File: config.mk
export PLATFORM = sky130hd
export DESIGN_NAME = dmem_arbiter
export DESIGN_NICKNAME = d
export VERILOG_FILES = /design/src/rtl/dmem_arbiter_pkg.sv /design/src/rtl/dmem_arbiter.sv
export SDC_FILE = /design/constraint.sdc
export NUM_CORES = 1
export LEC_CHECK = 0
export BUFFER_PORTS_ARGS = -buffer_cell sky130_fd_sc_hd__buf_4
export CORE_AREA = 4 4 113 115
export CTS_BUF_LIST = sky130_fd_sc_hd__clkbuf_8 sky130_fd_sc_hd__clkbuf_16
export DETAILED_ROUTE_END_ITERATION = 12
export DIE_AREA = 0 0 117 119
export GPL_TIMING_DRIVEN = 0
export SETUP_SLACK_MARGIN = 0.5
export SLEW_MARGIN = 15
export SYNTH_ARGS = -nofsm -noshare
export SYNTH_HDL_FRONTEND = slang
export SYNTH_SLANG_ARGS = --single-unit
File: constraint.sdc
create_clock -name clk -period 2.5 [get_ports clk]
set_clock_uncertainty 0.2 [all_clocks]
set_input_delay 0 -clock clk [delete_from_list [all_inputs] [get_ports clk]]
set_output_delay 0 -clock clk [all_outputs]
set_load 0.02 [all_outputs]
File: src/rtl/dmem_arbiter_pkg.sv
// Shared definitions for the data-memory arbiter: ownership states and default sizing.
package dmem_arbiter_pkg;

  typedef enum logic {
    CPU_OWN  = 1'b0,
    HOST_OWN = 1'b1
  } arb_state_e;

  localparam int unsigned DEF_MAX_WAIT = 4;
  localparam int unsigned DEF_BURST    = 4;

  // Counter width for a 0..n-1 range, never narrower than one bit
  function automatic int unsigned cnt_width(input int unsigned n);
    return (n > 1) ? $clog2(n) : 1;
  endfunction

endpackage

File: src/rtl/dmem_arbiter.sv
// Arbitrates the single-port data memory between the CPU (default owner) and a host port,
// with a starvation counter that forces a bounded host burst while the CPU is stalled.
module dmem_arbiter
  import dmem_arbiter_pkg::*;
#(
  parameter int unsigned AW       = 32,
  parameter int unsigned DW       = 32,
  parameter int unsigned MAX_WAIT = DEF_MAX_WAIT,
  parameter int unsigned BURST    = DEF_BURST
) (
  input  logic          clk,
  input  logic          reset,
  input  logic          cpu_memwrite,
  input  logic          cpu_memread,
  input  logic [AW-1:0] cpu_adr,
  input  logic [DW-1:0] cpu_wdata,
  output logic [DW-1:0] cpu_rdata,
  output logic          cpu_stall,
  input  logic          host_req,
  input  logic          host_we,
  input  logic [AW-1:0] host_adr,
  input  logic [DW-1:0] host_wdata,
  output logic          host_gnt,
  output logic [DW-1:0] host_rdata,
  output logic          host_rvalid,
  output logic          mem_we,
  output logic [AW-1:0] mem_adr,
  output logic [DW-1:0] mem_wdata,
  input  logic [DW-1:0] mem_rdata
);

  localparam int unsigned WCW = cnt_width(MAX_WAIT);
  localparam int unsigned BCW = cnt_width(BURST);

  arb_state_e     r_state;
  arb_state_e     w_state_nxt;
  logic [WCW-1:0] r_wait_cnt;
  logic [WCW-1:0] w_wait_nxt;
  logic [BCW-1:0] r_beat_cnt;
  logic [BCW-1:0] w_beat_nxt;
  logic           w_cpu_req;
  logic           w_gnt;
  logic           w_stall;
  logic           r_rvalid;
  logic [DW-1:0]  r_rdata;

  assign w_cpu_req = cpu_memwrite | cpu_memread;

  // Ownership state, counters and host read-return registers
  always_ff @(posedge clk) begin
    if (reset) begin
      r_state    <= CPU_OWN;
      r_wait_cnt <= '0;
      r_beat_cnt <= '0;
      r_rvalid   <= 1'b0;
      r_rdata    <= '0;
    end else begin
      r_state    <= w_state_nxt;
      r_wait_cnt <= w_wait_nxt;
      r_beat_cnt <= w_beat_nxt;
      r_rvalid   <= w_gnt & ~host_we;
      if (w_gnt & ~host_we) begin
        r_rdata <= mem_rdata;
      end
    end
  end

  // Grant decision and next-state logic
  always_comb begin
    w_state_nxt = r_state;
    w_wait_nxt  = r_wait_cnt;
    w_beat_nxt  = r_beat_cnt;
    w_gnt       = 1'b0;
    w_stall     = 1'b0;

    case (r_state)
      CPU_OWN: begin
        w_gnt = host_req & ~w_cpu_req;
        if (host_req & w_cpu_req) begin
          if (r_wait_cnt == WCW'(MAX_WAIT - 1)) begin
            w_state_nxt = HOST_OWN;
            w_wait_nxt  = '0;
          end else begin
            w_wait_nxt = r_wait_cnt + WCW'(1);
          end
        end else if (w_gnt) begin
          w_wait_nxt = '0;
        end
      end
      HOST_OWN: begin
        w_gnt   = host_req;
        w_stall = w_cpu_req & host_req;
        // The burst ends on an idle host cycle or on the last allowed beat
        if (!host_req || (r_beat_cnt == BCW'(BURST - 1))) begin
          w_state_nxt = CPU_OWN;
          w_wait_nxt  = '0;
          w_beat_nxt  = '0;
        end else begin
          w_beat_nxt = r_beat_cnt + BCW'(1);
        end
      end
      default: begin
        w_state_nxt = CPU_OWN;
      end
    endcase

    if (reset) begin
      w_gnt   = 1'b0;
      w_stall = 1'b0;
    end
  end

  assign host_gnt    = w_gnt;
  assign cpu_stall   = w_stall;
  assign cpu_rdata   = mem_rdata;
  assign host_rvalid = r_rvalid;
  assign host_rdata  = r_rdata;

  // A stalled CPU store must never reach memory
  assign mem_adr   = w_gnt ? host_adr   : cpu_adr;
  assign mem_wdata = w_gnt ? host_wdata : cpu_wdata;
  assign mem_we    = (w_gnt ? host_we : (cpu_memwrite & ~w_stall)) & ~reset;

endmodule

Yosys cells after proc, flatten, opt, wreduce, memory -nomap -nowiden

Index checks and enable logic that the tools add are counted.

Bits in registers: 38
Bits of input ports: 166

Add/sub/neg operators: 2
Equality and inequality tests: 4
Muxes and demuxes: 17
Bitwise logic cells: 11
Reductions and logical operators: 3

Operator list:

| kind                | count |
|---|---|
| $mux 32             | 2 |
| $mux 2              | 5 |
| $mux 1              | 7 |
| $and 1x1->1         | 5 |
| $not 1->1           | 5 |
| $add 2x1->2 const B | 2 |
| $eq 2x2->1 const B  | 2 |
| $pmux 1 s2          | 2 |
| $pmux 2 s2          | 1 |
| $ne 3x3->1 const B  | 1 |
| $ne 2x1->1 const B  | 1 |
| $reduce_and 2->1    | 1 |
| $logic_not 1->1     | 1 |
| $logic_or 1x1->1    | 1 |
| $or 1x1->1          | 1 |

Depth between registers and ports, before layout

Depth after elaboration: 8
Gate-level depth with buffers: 6
Mapped depth without buffers: 4

Least setup slack after synthesis

Ideal clock, no wire load.

Path type: reg-to-output
From: register r_state
To: output mem_we
Arrival time: 1.431 ns
Required time: 2.300 ns
Path slack: 0.869 ns
Stages on the path, launching flop included: 6
Path buffers: 2
Cell sequence: dfxtp_1 > o21bai_4 > nand3_2 > buf_4 > buf_6 > a221oi_2

Word-level cells in the longest chain between the ends: 6
Elaborated cells between the ends (all ways): 9
Classes of those cells: 5 x mux; 4 x bitwise

RTL lines:

| what                   | line                | text |
|---|---|---|
| start, declared        | dmem_arbiter.sv:35  | `arb_state_e r_state;` |
| start signal, assigned | dmem_arbiter.sv:58  | `r_state <= w_state_nxt;` |
| $mux 1                 | dmem_arbiter.sv:76  | `case (r_state)` |
| $mux 1                 | dmem_arbiter.sv:107 | `if (reset) begin` |
| $not 1->1              | dmem_arbiter.sv:122 | `assign mem_we = (w_gnt ? host_we : (cpu_memwrite & ~w_stall)) & ~reset;` |
| $and 1x1->1            | dmem_arbiter.sv:122 |  |
| $mux 1 *               | dmem_arbiter.sv:122 |  |
| $and 1x1->1 *          | dmem_arbiter.sv:122 |  |
| end, declared          | dmem_arbiter.sv:26  | `output logic mem_we,` |

Mark *: on every way between the ends. The rest lies on a longest branch, timed or not.

Worst setup path after layout

From: register r_state
To: output mem_wdata[19]

Word-level cells in the longest chain between the ends: 4

RTL lines:

| what          | line                | text |
|---|---|---|
| $not 1->1     | --                  |  |
| $pmux 1 s2 *  | dmem_arbiter.sv:76  |  |
| $mux 1 *      | dmem_arbiter.sv:107 |  |
| $mux 32 *     | dmem_arbiter.sv:121 | `assign mem_wdata = w_gnt ? host_wdata : cpu_wdata;` |
| end, declared | dmem_arbiter.sv:28  | `output logic [DW-1:0] mem_wdata,` |

Marks and branches as above.

==> Flow_metrics.wiki <==
{| class="wikitable"
! Metric !! Value
|-
| Fraction of synthesized area in multiplexers || 0.308
|-
| Share of the synthesized area in compound gates (AO/OA/AOI/OAI) || 0.131
|-
| Die boundary width || 117 um
|-
| Worst hold stages || 4
|-
| Post-synthesis async set-or-reset flop share || 0
|-
| Routed Wire Length || 13.4 mm
|-
| Total power density per cell area || 377 mW/mm^2
|-
| Main combinational cell family by area after synthesis || multiplexers
|-
| Total clock buffers created by CTS || 5
|-
| Maximum number of pins on one net before global-route repair || 12
|-
| Synth unique cells || 25
|-
| Start point of the worst min-delay path || cpu_memwrite
|-
| Final Setup Violations || 0
|-
| Tcrit/Tclk final || 0.773
|-
| Maximum clock path buffer count || 2
|-
| Total routing usage reported by global routing || 0.175
|-
| Final critical-path setup slack || 0.568 ns
|-
| Worst Setup Path Type || reg2out
|-
| Cell type with the highest aggregate area in the netlist || sky130_fd_sc_hd__dfxtp_1
|-
| Post-synthesis simple-gate area fraction || 0.131
|-
| Buffer and inverter count on the worst path || 2
|-
| Highest layer used for signal routing || met4
|-
| Total overflow reported by the global router || 0
|-
| Most common library cells after synthesis || sky130_fd_sc_hd__dfxtp_1 (38), sky130_fd_sc_hd__mux2_2 (38), sky130_fd_sc_hd__nand2_1 (34), sky130_fd_sc_hd__buf_4 (33), sky130_fd_sc_hd__nand3_1 (33)
|-
| Number of instances in the synthesized netlist || 288
|-
| FP Rows || 40
|-
| DRT iter0 DRCs || 60
|-
| Initial core utilization || 0.232
|-
| Crit-path max cell delay || 0.38 ns
|-
| Element type at the critical path start || flip-flop
|-
| Worst-case register-to-register setup slack || 0.78 ns
|-
| VDD IR max || 298 uV
|-
| Critical path's slowest cell || sky130_fd_sc_hd__mux2_2
|-
| Mapped Nets || 456
|-
| Synthesis-to-finish area growth || 111%
|-
| Primary FF master, synth || sky130_fd_sc_hd__dfxtp_1
|-
| Total inserted antenna cells || 0
|-
| End of the worst hold path || r_state$_SDFF_PP0_
|-
| Run status || finished clean
|-
| Remaining routing DRC violations || 0
|-
| Warnings from Yosys || 0
|-
| Max-slew violation count || 0
|-
| Seq/Total Area, Yosys || 0.278
|-
| FILL cells || 1,132
|-
| Hold WC Path Type || in2reg
|-
| Met2 WL || 6.82 mm
|-
| Number of max-cap violations || 0
|-
| Cell area after technology mapping || 0.00274 sq mm
|-
| Placeable core region || 0.0118 sq mm
|-
| Floorplan die height || 119 um
|-
| Via Count || 3,565
|-
| Adder-Cell Fraction of Synth Area || 0.00914
|-
| Final Hold Vio Count || 0
|-
| Max frequency || 0.518 GHz
|-
| Number of synthesized register bits || 38
|-
| Metal-1 WL || 4.81 mm
|-
| Global-route wire length before repair || 19.3 mm
|-
| Leakage Power || 3.03 nW
|-
| Wire length per cell || 17.2 um
|-
| Headroom to the max-slew limit || 0.697
|-
| Type of element capturing the critical path || primary output
|-
| Deepest level of the CTS H-tree || 2
|-
| Share of Yosys cell area claimed by the top area cell type || 0.278
|-
| CTS clk-pin slew, worst paths || 0.06 ns
|-
| CTS Sinks || 38
|-
| Worst hold margin || 0.0261 ns
|-
| Max FO, Critical Path || 10
|-
| Worst EP arrival || 1.73 ns
|-
| Worst Setup Slack post-DPL || 0.545 ns
|-
| Number of port buffers || 296
|-
| Weighted congestion at the end of routability-driven global placement || 0.875
|-
| Main area contributors after synthesis || sky130_fd_sc_hd__dfxtp_1 (28%), sky130_fd_sc_hd__mux2_2 (16%), sky130_fd_sc_hd__mux2_4 (15%)
|-
| Series of cell instances along the critical path || o21bai_4, nand3_4, buf_2, mux2_2, buf_4
|-
| Number of antenna violations at the first check in global routing || 0
|-
| Startpoint of the lowest-slack register-to-register path || r_state$_SDFF_PP0_
|-
| Endpoint of the worst-slack reg-to-reg timing path || host_rdata[20]$_SDFFE_PP0P_
|-
| Number of nets still failing antenna checks after routing || 0
|-
| DPL Wire Length || 10.7 mm
|-
| Worst Reg2Reg Path Length in Cells || 5
|-
| Final worst path period need || 1.93 ns
|-
| Via density || 4.55
|-
| Nets || 804
|-
| Post-synth EDFFs || 0
|-
| Count of pins on the block boundary || 298
|-
| Vias in the first global route || 3,719
|-
| Worst path required time || 2.30 ns
|-
| Per-instance average area after synthesis || 9.51 sq um
|-
| Share of cells above drive strength 1 || 0.665
|-
| Post-synthesis xor/xnor area fraction || 0
|-
| Worst Tran Pin Value || 0.455 ns
|-
| Post-route setup TNS || 0 ns
|-
| Clock tree from TritonCTS || done
|-
| Clock Root Buffer || sky130_fd_sc_hd__clkbuf_16
|-
| Largest delay contributor family on the critical path || buffers and inverters
|-
| First-pass detailed-route iteration total || 4
|-
| Die area || 0.0139 sq mm
|-
| Setup repair after global routing missed its margin || false
|-
| Clock insertion delay at the later pin of the skew report || 0.28 ns
|-
| Util after Layout || 0.490
|-
| Total met3 wirelength after detailed routing || 1.27 mm
|}
[timing repair]
item	4_1_cts	5_1_grt
hold endpoints to repair	37	1
pin swaps	0	1
endpoints found under the setup margin	65	43
gates resized for setup	8	3
hold buffers	38	1
setup buffers	1	5
[worst reg2reg max path, stage by stage (launching register included)]
cell and delay (ns):
sky130_fd_sc_hd__dfxtp_4 0.36, sky130_fd_sc_hd__o21bai_4 0.18, sky130_fd_sc_hd__buf_4 0.17, sky130_fd_sc_hd__nand3_1 0.08, sky130_fd_sc_hd__dlygate4sd3_1 0.56, sky130_fd_sc_hd__nand2_1 0.05
[layer usage]
metal / track usage / vias up
met3: 0.0554 / 24
met5: 0 / -
li1: - / 1727
met2: 0.315 / 176
met4: 0.0760 / 0
met1: 0.184 / 1638
[cell families after synthesis]
family	Yosys count
compound gates	42
fa+ha+maj	2
buf+inv	63
flops	38
mux	66
simple gates	77
[worst max-delay path by stage]
stage	depth (start not counted)	from	to	slack (ns)
5_1_grt	6	r_state$_SDFF_PP0_	mem_adr[27]	0.50
3_3_place_gp	6	r_state$_SDFF_PP0_	mem_wdata[11]	0.57
6_report	5	r_state$_SDFF_PP0_	mem_wdata[19]	0.57
3_5_place_dp	6	r_state$_SDFF_PP0_	mem_wdata[11]	0.54
4_1_cts	6	r_state$_SDFF_PP0_	mem_adr[27]	0.51
2_1_floorplan	5	r_state$_SDFF_PP0_	mem_we	0.87
[where the power goes]
group	internal (W)	leakage (nW)	switching, W
Sequential	0.000619	0.308	0.00000767
Combinational	0.000462	2.64	0.000361
Clock	0.000492	0.0829	0.000240
[through the flow]
| stage | power (W) | area [sq um] | cells |
|---|---|---|---|
| 3_5_place_dp | 0.00141 | 5140 | 731 |
| 5_1_grt | 0.00228 | 5790 | 783 |
| 3_3_place_gp | 0.00141 | 5140 | 731 |
| 4_1_cts | 0.00220 | 5730 | 777 |
| 6_report | 0.00218 | 5790 | 783 |
| 2_1_floorplan | 0.000983 | 2740 | 288 |
[cell usage in the layout (no fill, tap or decap), drive strengths merged]
master	count
buf	343
mux2	65
dlygate4sd3	39
dfxtp	38
nand2	34
nand3	34
o311ai	32
clkbuf	23
inv	5
nor2	5
o21ai	4
a21oi	3
ha	2
o21bai	1
nor3b	1
a221oi	1
o21ba	1
and3b	1
nand4b	1
or4	1
mux2i	1
bufinv	1
[final cells by class]
class                   instances  area [sq um]  share of cell area
repair buffers                341          2660               0.459
multi-input cells             187          1590               0.275
flip-flops and latches         38           764               0.132
plain buffers                  58           404              0.0698
well taps                     147           184              0.0318
clock buffers                   6           139              0.0240
clock inverters                 1          30.0             0.00518
inverters                       5          18.8             0.00324
[registers in the layout (all words and copies together), names as in the netlist]
register	count
r_wait_cnt	2
host_rdata	32
r_state	1
host_rvalid	1
r_beat_cnt	2
(Power assumes the default switching activity.)
